==> src/rtl/add_round_key_stage_if.sv <==
// rtl/add_round_key_stage_if.sv - handshake and data bundle for the AddRoundKey stage
interface add_round_key_stage_if;
  logic         s_valid;
  logic         s_ready;
  logic         s_first;
  logic [127:0] s_mc_state;
  logic [127:0] s_byp_state;
  logic [127:0] s_key;
  logic         m_valid;
  logic         m_ready;
  logic [127:0] m_state;
  logic [3:0]   m_round;
  logic         m_last;
  logic [15:0]  m_parity;
  logic         err;

  // Environment side: drives upstream states and downstream ready.
  modport master (
    output s_valid, s_first, s_mc_state, s_byp_state, s_key, m_ready,
    input  s_ready, m_valid, m_state, m_round, m_last, m_parity, err
  );

  // Stage side.
  modport slave (
    input  s_valid, s_first, s_mc_state, s_byp_state, s_key, m_ready,
    output s_ready, m_valid, m_state, m_round, m_last, m_parity, err
  );
endinterface

==> src/rtl/add_round_key_stage.sv <==
// rtl/add_round_key_stage.sv - AES AddRoundKey stage with round tagging and 2-entry output FIFO; optional byte parity under ARK_PARITY_EN
module add_round_key_stage #(
  parameter int NR = 10
) (
  input logic                  clk,
  input logic                  rst_n,
  add_round_key_stage_if.slave bus
);

  localparam logic [3:0] NR_TAG = 4'(NR);

  logic [1:0]   occ_q, occ_d;
  logic [127:0] state_q [2];
  logic [127:0] state_d [2];
  logic [3:0]   round_q [2];
  logic [3:0]   round_d [2];
  logic [3:0]   rnd_q, rnd_d;
  logic         wrap_q, wrap_d;
  logic         err_q, err_d;

  logic         push, pop;
  logic         ld0, ld0_from1, ld1;
  logic [3:0]   tag;
  logic [127:0] result;

  // Ready depends only on stored occupancy, so no path from m_ready or s_valid.
  assign bus.s_ready = (occ_q != 2'd2);
  assign bus.m_valid = (occ_q != 2'd0);
  assign push        = bus.s_valid & bus.s_ready;
  assign pop         = bus.m_valid & bus.m_ready;

  // Round 0 (whitening) and the final round skip MixColumns.
  assign tag    = bus.s_first ? 4'd0 : rnd_q;
  assign result = ((tag == 4'd0) || (tag == NR_TAG)) ? (bus.s_byp_state ^ bus.s_key)
                                                     : (bus.s_mc_state ^ bus.s_key);

  assign bus.m_state = state_q[0];
  assign bus.m_round = round_q[0];
  assign bus.m_last  = (round_q[0] == NR_TAG);
  assign bus.err     = err_q;

  // Round counter and sticky sequencing error; wrap_q marks that rnd returned to 0 via round NR.
  always_comb begin
    rnd_d  = rnd_q;
    wrap_d = wrap_q;
    err_d  = err_q;
    if (push) begin
      rnd_d  = (tag == NR_TAG) ? 4'd0 : tag + 4'd1;
      wrap_d = (tag == NR_TAG);
      if (bus.s_first && (rnd_q != 4'd0)) err_d = 1'b1;
      if (!bus.s_first && (rnd_q == 4'd0) && wrap_q) err_d = 1'b1;
    end
  end

  // FIFO control: slot 0 is the head; a push with a simultaneous pop at occupancy 1 lands in the head.
  always_comb begin
    occ_d = occ_q;
    if (push && !pop) occ_d = occ_q + 2'd1;
    if (pop && !push) occ_d = occ_q - 2'd1;
    ld0_from1  = (occ_q == 2'd2);
    ld0        = (push && ((occ_q == 2'd0) || pop)) || (pop && (occ_q == 2'd2));
    ld1        = push && !pop && (occ_q == 2'd1);
    state_d[0] = state_q[0];
    state_d[1] = state_q[1];
    round_d[0] = round_q[0];
    round_d[1] = round_q[1];
    if (ld0) begin
      state_d[0] = ld0_from1 ? state_q[1] : result;
      round_d[0] = ld0_from1 ? round_q[1] : tag;
    end
    if (ld1) begin
      state_d[1] = result;
      round_d[1] = tag;
    end
  end

  // Control and data registers; reset empties the FIFO and zeroes the visible head.
  always_ff @(posedge clk or negedge rst_n) begin
    if (!rst_n) begin
      occ_q  <= 2'd0;
      rnd_q  <= 4'd0;
      wrap_q <= 1'b0;
      err_q  <= 1'b0;
      for (int i = 0; i < 2; i++) begin
        state_q[i] <= '0;
        round_q[i] <= '0;
      end
    end else begin
      occ_q  <= occ_d;
      rnd_q  <= rnd_d;
      wrap_q <= wrap_d;
      err_q  <= err_d;
      for (int i = 0; i < 2; i++) begin
        state_q[i] <= state_d[i];
        round_q[i] <= round_d[i];
      end
    end
  end

`ifdef ARK_PARITY_EN
  logic [15:0] par_q [2];
  logic [15:0] par_d [2];
  logic [15:0] result_par;

  // Even parity per byte travels with each result through the FIFO.
  always_comb begin
    for (int i = 0; i < 16; i++) result_par[i] = ^result[8*i +: 8];
    par_d[0] = par_q[0];
    par_d[1] = par_q[1];
    if (ld0) par_d[0] = ld0_from1 ? par_q[1] : result_par;
    if (ld1) par_d[1] = result_par;
  end

  // Parity storage alongside the state slots.
  always_ff @(posedge clk or negedge rst_n) begin
    if (!rst_n) begin
      par_q[0] <= '0;
      par_q[1] <= '0;
    end else begin
      par_q[0] <= par_d[0];
      par_q[1] <= par_d[1];
    end
  end

  assign bus.m_parity = par_q[0];
`else
  assign bus.m_parity = 16'h0000;
`endif

endmodule

==> src/flat_wrapper.sv <==
// flat-port wrapper written by rule: the top's interface ports become plain ports
module add_round_key_stage_flat 
#(
  parameter int NR = 10
)
  (clk, rst_n, bus_s_valid, bus_s_first, bus_s_mc_state, bus_s_byp_state, bus_s_key, bus_m_ready, bus_s_ready, bus_m_valid, bus_m_state, bus_m_round, bus_m_last, bus_m_parity, bus_err);
  add_round_key_stage_if bus_i ();
  input logic clk;
  input logic rst_n;
  input wire logic [$bits(bus_i.s_valid)-1:0] bus_s_valid;
  input wire logic [$bits(bus_i.s_first)-1:0] bus_s_first;
  input wire logic [$bits(bus_i.s_mc_state)-1:0] bus_s_mc_state;
  input wire logic [$bits(bus_i.s_byp_state)-1:0] bus_s_byp_state;
  input wire logic [$bits(bus_i.s_key)-1:0] bus_s_key;
  input wire logic [$bits(bus_i.m_ready)-1:0] bus_m_ready;
  output wire logic [$bits(bus_i.s_ready)-1:0] bus_s_ready;
  output wire logic [$bits(bus_i.m_valid)-1:0] bus_m_valid;
  output wire logic [$bits(bus_i.m_state)-1:0] bus_m_state;
  output wire logic [$bits(bus_i.m_round)-1:0] bus_m_round;
  output wire logic [$bits(bus_i.m_last)-1:0] bus_m_last;
  output wire logic [$bits(bus_i.m_parity)-1:0] bus_m_parity;
  output wire logic [$bits(bus_i.err)-1:0] bus_err;
  assign bus_i.s_valid = bus_s_valid;
  assign bus_i.s_first = bus_s_first;
  assign bus_i.s_mc_state = bus_s_mc_state;
  assign bus_i.s_byp_state = bus_s_byp_state;
  assign bus_i.s_key = bus_s_key;
  assign bus_i.m_ready = bus_m_ready;
  assign bus_s_ready = bus_i.s_ready;
  assign bus_m_valid = bus_i.m_valid;
  assign bus_m_state = bus_i.m_state;
  assign bus_m_round = bus_i.m_round;
  assign bus_m_last = bus_i.m_last;
  assign bus_m_parity = bus_i.m_parity;
  assign bus_err = bus_i.err;
  add_round_key_stage #(.NR(NR)) u_core (.clk(clk), .rst_n(rst_n), .bus(bus_i));
endmodule
==> config.mk <==
export PLATFORM = sky130hd
export DESIGN_NAME = add_round_key_stage_flat
export DESIGN_NICKNAME = d
export VERILOG_FILES = /design/src/rtl/add_round_key_stage_if.sv /design/src/rtl/add_round_key_stage.sv /design/src/flat_wrapper.sv
export SDC_FILE = /design/constraint.sdc
export NUM_CORES = 1
export LEC_CHECK = 0
export ABC_AREA = 1
export CORE_AREA = 4 4 208 210
export DETAILED_ROUTE_END_ITERATION = 8
export DIE_AREA = 0 0 212 214
export PLACE_DENSITY = 0.77
export SLEW_MARGIN = 30
export SYNTH_ARGS = -nofsm -noshare
export SYNTH_HDL_FRONTEND = slang
export SYNTH_SLANG_ARGS = --single-unit
==> constraint.sdc <==
create_clock -name clk -period 3.2 [get_ports clk]
set_clock_uncertainty 0.15 [all_clocks]
set_input_delay 0.64 -clock clk [delete_from_list [all_inputs] [get_ports clk]]
set_output_delay 0.64 -clock clk [all_outputs]
set_load 0.02 [all_outputs]
==> run_results.csv <==
group,metric,value,unit
status,status,"complete, no violations",
logic_synthesis,synth_cell_types,28,
pwr,irDropWorstVdd,0.5462,mV
drt,drt_wl_total,64270,µm
pwr,switching_share,44.15,%
logic_synthesis,synth_edf_count,0,
clock_tree,cts_made_buffers,31,
drt,antenna_left,0,
logic_synthesis,yosysWarnings,0,
final_layout,area_delta_synth_final,29.95,%
logic_synthesis,syn_avg_cell_area,6.473,µm²
flow_run,cap_viol_max_count,0,
floorplan,die_h,214,µm
critical_path,path_max_fanout,15,
final_layout,nets,3619,
placed_design,place_congestion,0.9280,
floorplan,ios,541,
logic_synthesis,ys_seq_elements,272,
floorplan,initial_utilization,45.60,%
timing,tns,0,ns
drt,first_pass_iters,6,
timing,min_period_over_period,93.22,%
placed_design,port_buffers,524,
logic_synthesis,synth_largest_area_cell,"dfrtp_1",
grt,grt.overflow.total,0,
logic_synthesis,synthesis.area,18960,µm²
logic_synthesis,ys_seq_area_share,35.90,%
timing,hold_violations,0,
critical_path,worst-setup-path-type,"flop to output port",
timing,whs,0.3273,ns
clock_tree,cts-root-buf,"clkbuf_16",
critical_path,worstPathArrival,2.19,ns
placed_design,post_dp_cell_area,23560,µm²
floorplan,dieArea,45370,µm²
logic_synthesis,async_flop_share,100.0,%
timing,worst_slew_pin_slew,0.7587,ns
pwr,total_power,20.92,mW
clock_tree,clock_sinks,272,
pwr,p_leak,13.06,nW
hold_path,hold_path_class,"flop to flop",
logic_synthesis,synthTopCellsByCount,"nand2_1 (1074), nand3_1 (514), inv_1 (318), dfrtp_1 (272), buf_4 (168)",
logic_synthesis,synth_ff_type,"dfrtp_1",
logic_synthesis,synth_area_leaders,"dfrtp_1 (36%), nand2_1 (21%), nand3_1 (14%), buf_4 (6.7%), inv_1 (6.3%)",
clock_tree,clock_latency,0.56,ns
grt,grt_pass1_wl,101300,µm
timing,rsz0062_at_grt,"no",
pwr,p_int,11.68,mW
clock_tree,cts_buffer_depth,3,
clock_tree,cts_tree,"yes",
timing,slew_violations,0,
critical_path,critPathRequiredTime,2.41,ns
final_layout,drive_gt1_share,3.082,%
floorplan,die_w,212,µm
timing,slew_headroom,49.42,%
grt,grt_pass1_vias,19100,
pwr,p_comb_share,54.0,%
critical_path,cp-start-kind,"flop",
timing,fmax,335.2,MHz
timing,timing.final.crit_period,2.983,ns
floorplan,core,41570,µm²
timing,setup_violations,0,
clock_tree,clk_pin_slew,0.06,ns
logic_synthesis,netlist_instances,2929,
logic_synthesis,synth_top_area_share,35.90,%
final_layout,fin_area,24640,µm²
floorplan,placementRows,75,
drt,wl_per_cell,16.93,µm
pwr,seqPwrFrac,28.8,%
placed_design,place_hpwl,45580,µm
critical_path,end_kind,"output port",
clock_tree,htreeDepth,1,
pwr,p_clk_share,17.2,%
drt,via_per_inst,5.175,
logic_synthesis,synth_most_common_cell,"nand2_1",
pwr,p_sw,9.235,mW
grt,antenna_found_initial,17,
drt,drc,0,
grt,grt_start_max_net_pins,214,
drt,drtIter0Drc,1865,
drt,vias,19640,
grt,gr-usage-all-layers,27.27,%
pwr,power_density,849.1,nW/µm²
cells by family after synthesis:
logic type,count (synthesis),synth area share [%]
buffers and inverters,638,16.82
AOI/OAI and AO/OA,120,3.247
DFF,272,35.90
other,1,0.01978
adders and majority gates,5,0.3300
xor gates and xnor gates,3,0.1386
and+or+nand+nor,1890,43.54
worst paths after layout:
kind	start	end	slack [ns]	cells after the start
hold reg to reg	u_core.bus.m_state[111]	u_core.bus.m_state[111]	0.33	2
min in group asynchronous	rst_n	u_core.bus.m_state[79]	0.50	2
setup / recovery	u_core.occ_q[0]	bus_s_ready	0.22	4
hold / removal	u_core.bus.m_state[111]	u_core.bus.m_state[111]	0.33	2
setup reg to reg	u_core.occ_q[0]	u_core.bus.m_state[17]	0.53	10
max in group asynchronous	rst_n	u_core.bus.m_state[93]	1.51	3
sequential cells by signal, summed over array words and instances (netlist names):
| name | count |
|---|---|
| u_core.bus.err | 1 |
| u_core.bus.m_round | 4 |
| u_core.bus.m_state | 128 |
| u_core.occ_q | 2 |
| u_core.rnd_q | 4 |
| u_core.round_q | 4 |
| u_core.state_q | 128 |
| u_core.wrap_q | 1 |
metrics by stage:
stage / utilization, % / cells / setup slack (ns)
floorplan: - / 2944 / 0.9728
global placement: 56.67 / 3729 / 0.1987
detailed placement: 56.67 / 3729 / 0.1461
CTS: 59.13 / 3783 / 0.1711
global route: 59.25 / 3793 / 0.1610
finish: 59.26 / 3795 / 0.2169
worst max-delay path, stage by stage, from the launching register on:
cell             delay, ns
dfrtp_1               0.41
inv_1                 0.10
ha_2                  0.49
inv_6                 0.05
clkdlybuf4s50_1       0.57
metal layers:
metal  GRT usage (%)  up-vias  part of all wire, %  wire length (µm)
li1                -     9581                    -                 -
met1           34.79     9089                   40             26030
met2           44.51      804                   46             29870
met3           6.781      153                  9.1              5855
met4           10.65       14                  3.8              2431
met5               0        -                 0.14                87
cell usage in the layout (no fill, tap or decap), types with 2 or more instances in the layout:
cell / n
nand2_1: 1072
clkdlybuf4s50_1: 523
nand3_1: 514
inv_1: 317
dfrtp_1: 272
nor2_1: 165
nand3b_1: 128
a21oi_1: 50
o21ai_0: 46
clkbuf_16: 31
buf_12: 20
buf_4: 19
o21ai_1: 16
conb_1: 16
diode_2: 11
clkbuf_1: 8
clkinv_2: 6
ha_1: 4
clkbuf_8: 4
bufinv_16: 4
nand2_2: 3
xnor2_1: 3
a31oi_1: 3
inv_6: 2
nand2_8: 2
nand2_4: 2
o211ai_1: 2
power by group through the flow:
stage	Clock [mW]	Combinational (mW)	Sequential, mW
floorplan	0	8.41	5.71
global placement	0	11.0	5.99
detailed placement	0	11.2	6.03
CTS	3.68	11.3	6.01
global route	3.81	12.6	6.19
finish	3.60	11.3	6.02
layout make-up:
| type | instances | area (µm²) |
|---|---|---|
| fillers | 3817 | 16940 |
| multi-input cells | 2034 | 9064 |
| flip-flops and latches | 272 | 6807 |
| repair buffers | 565 | 5831 |
| inverters | 321 | 1222 |
| clock buffers | 43 | 860.8 |
| well taps | 539 | 674.4 |
| clock inverters | 10 | 150.1 |
| diodes | 11 | 27.53 |
what timing repair did:
item	in CTS	in global routing
buffers inserted	0	0
endpoints found under the setup margin	0	0
hold buffers	1	0
gates resized for setup	0	0
hold endpoints to repair	53	0
Power figures use the tool's default switching activity.
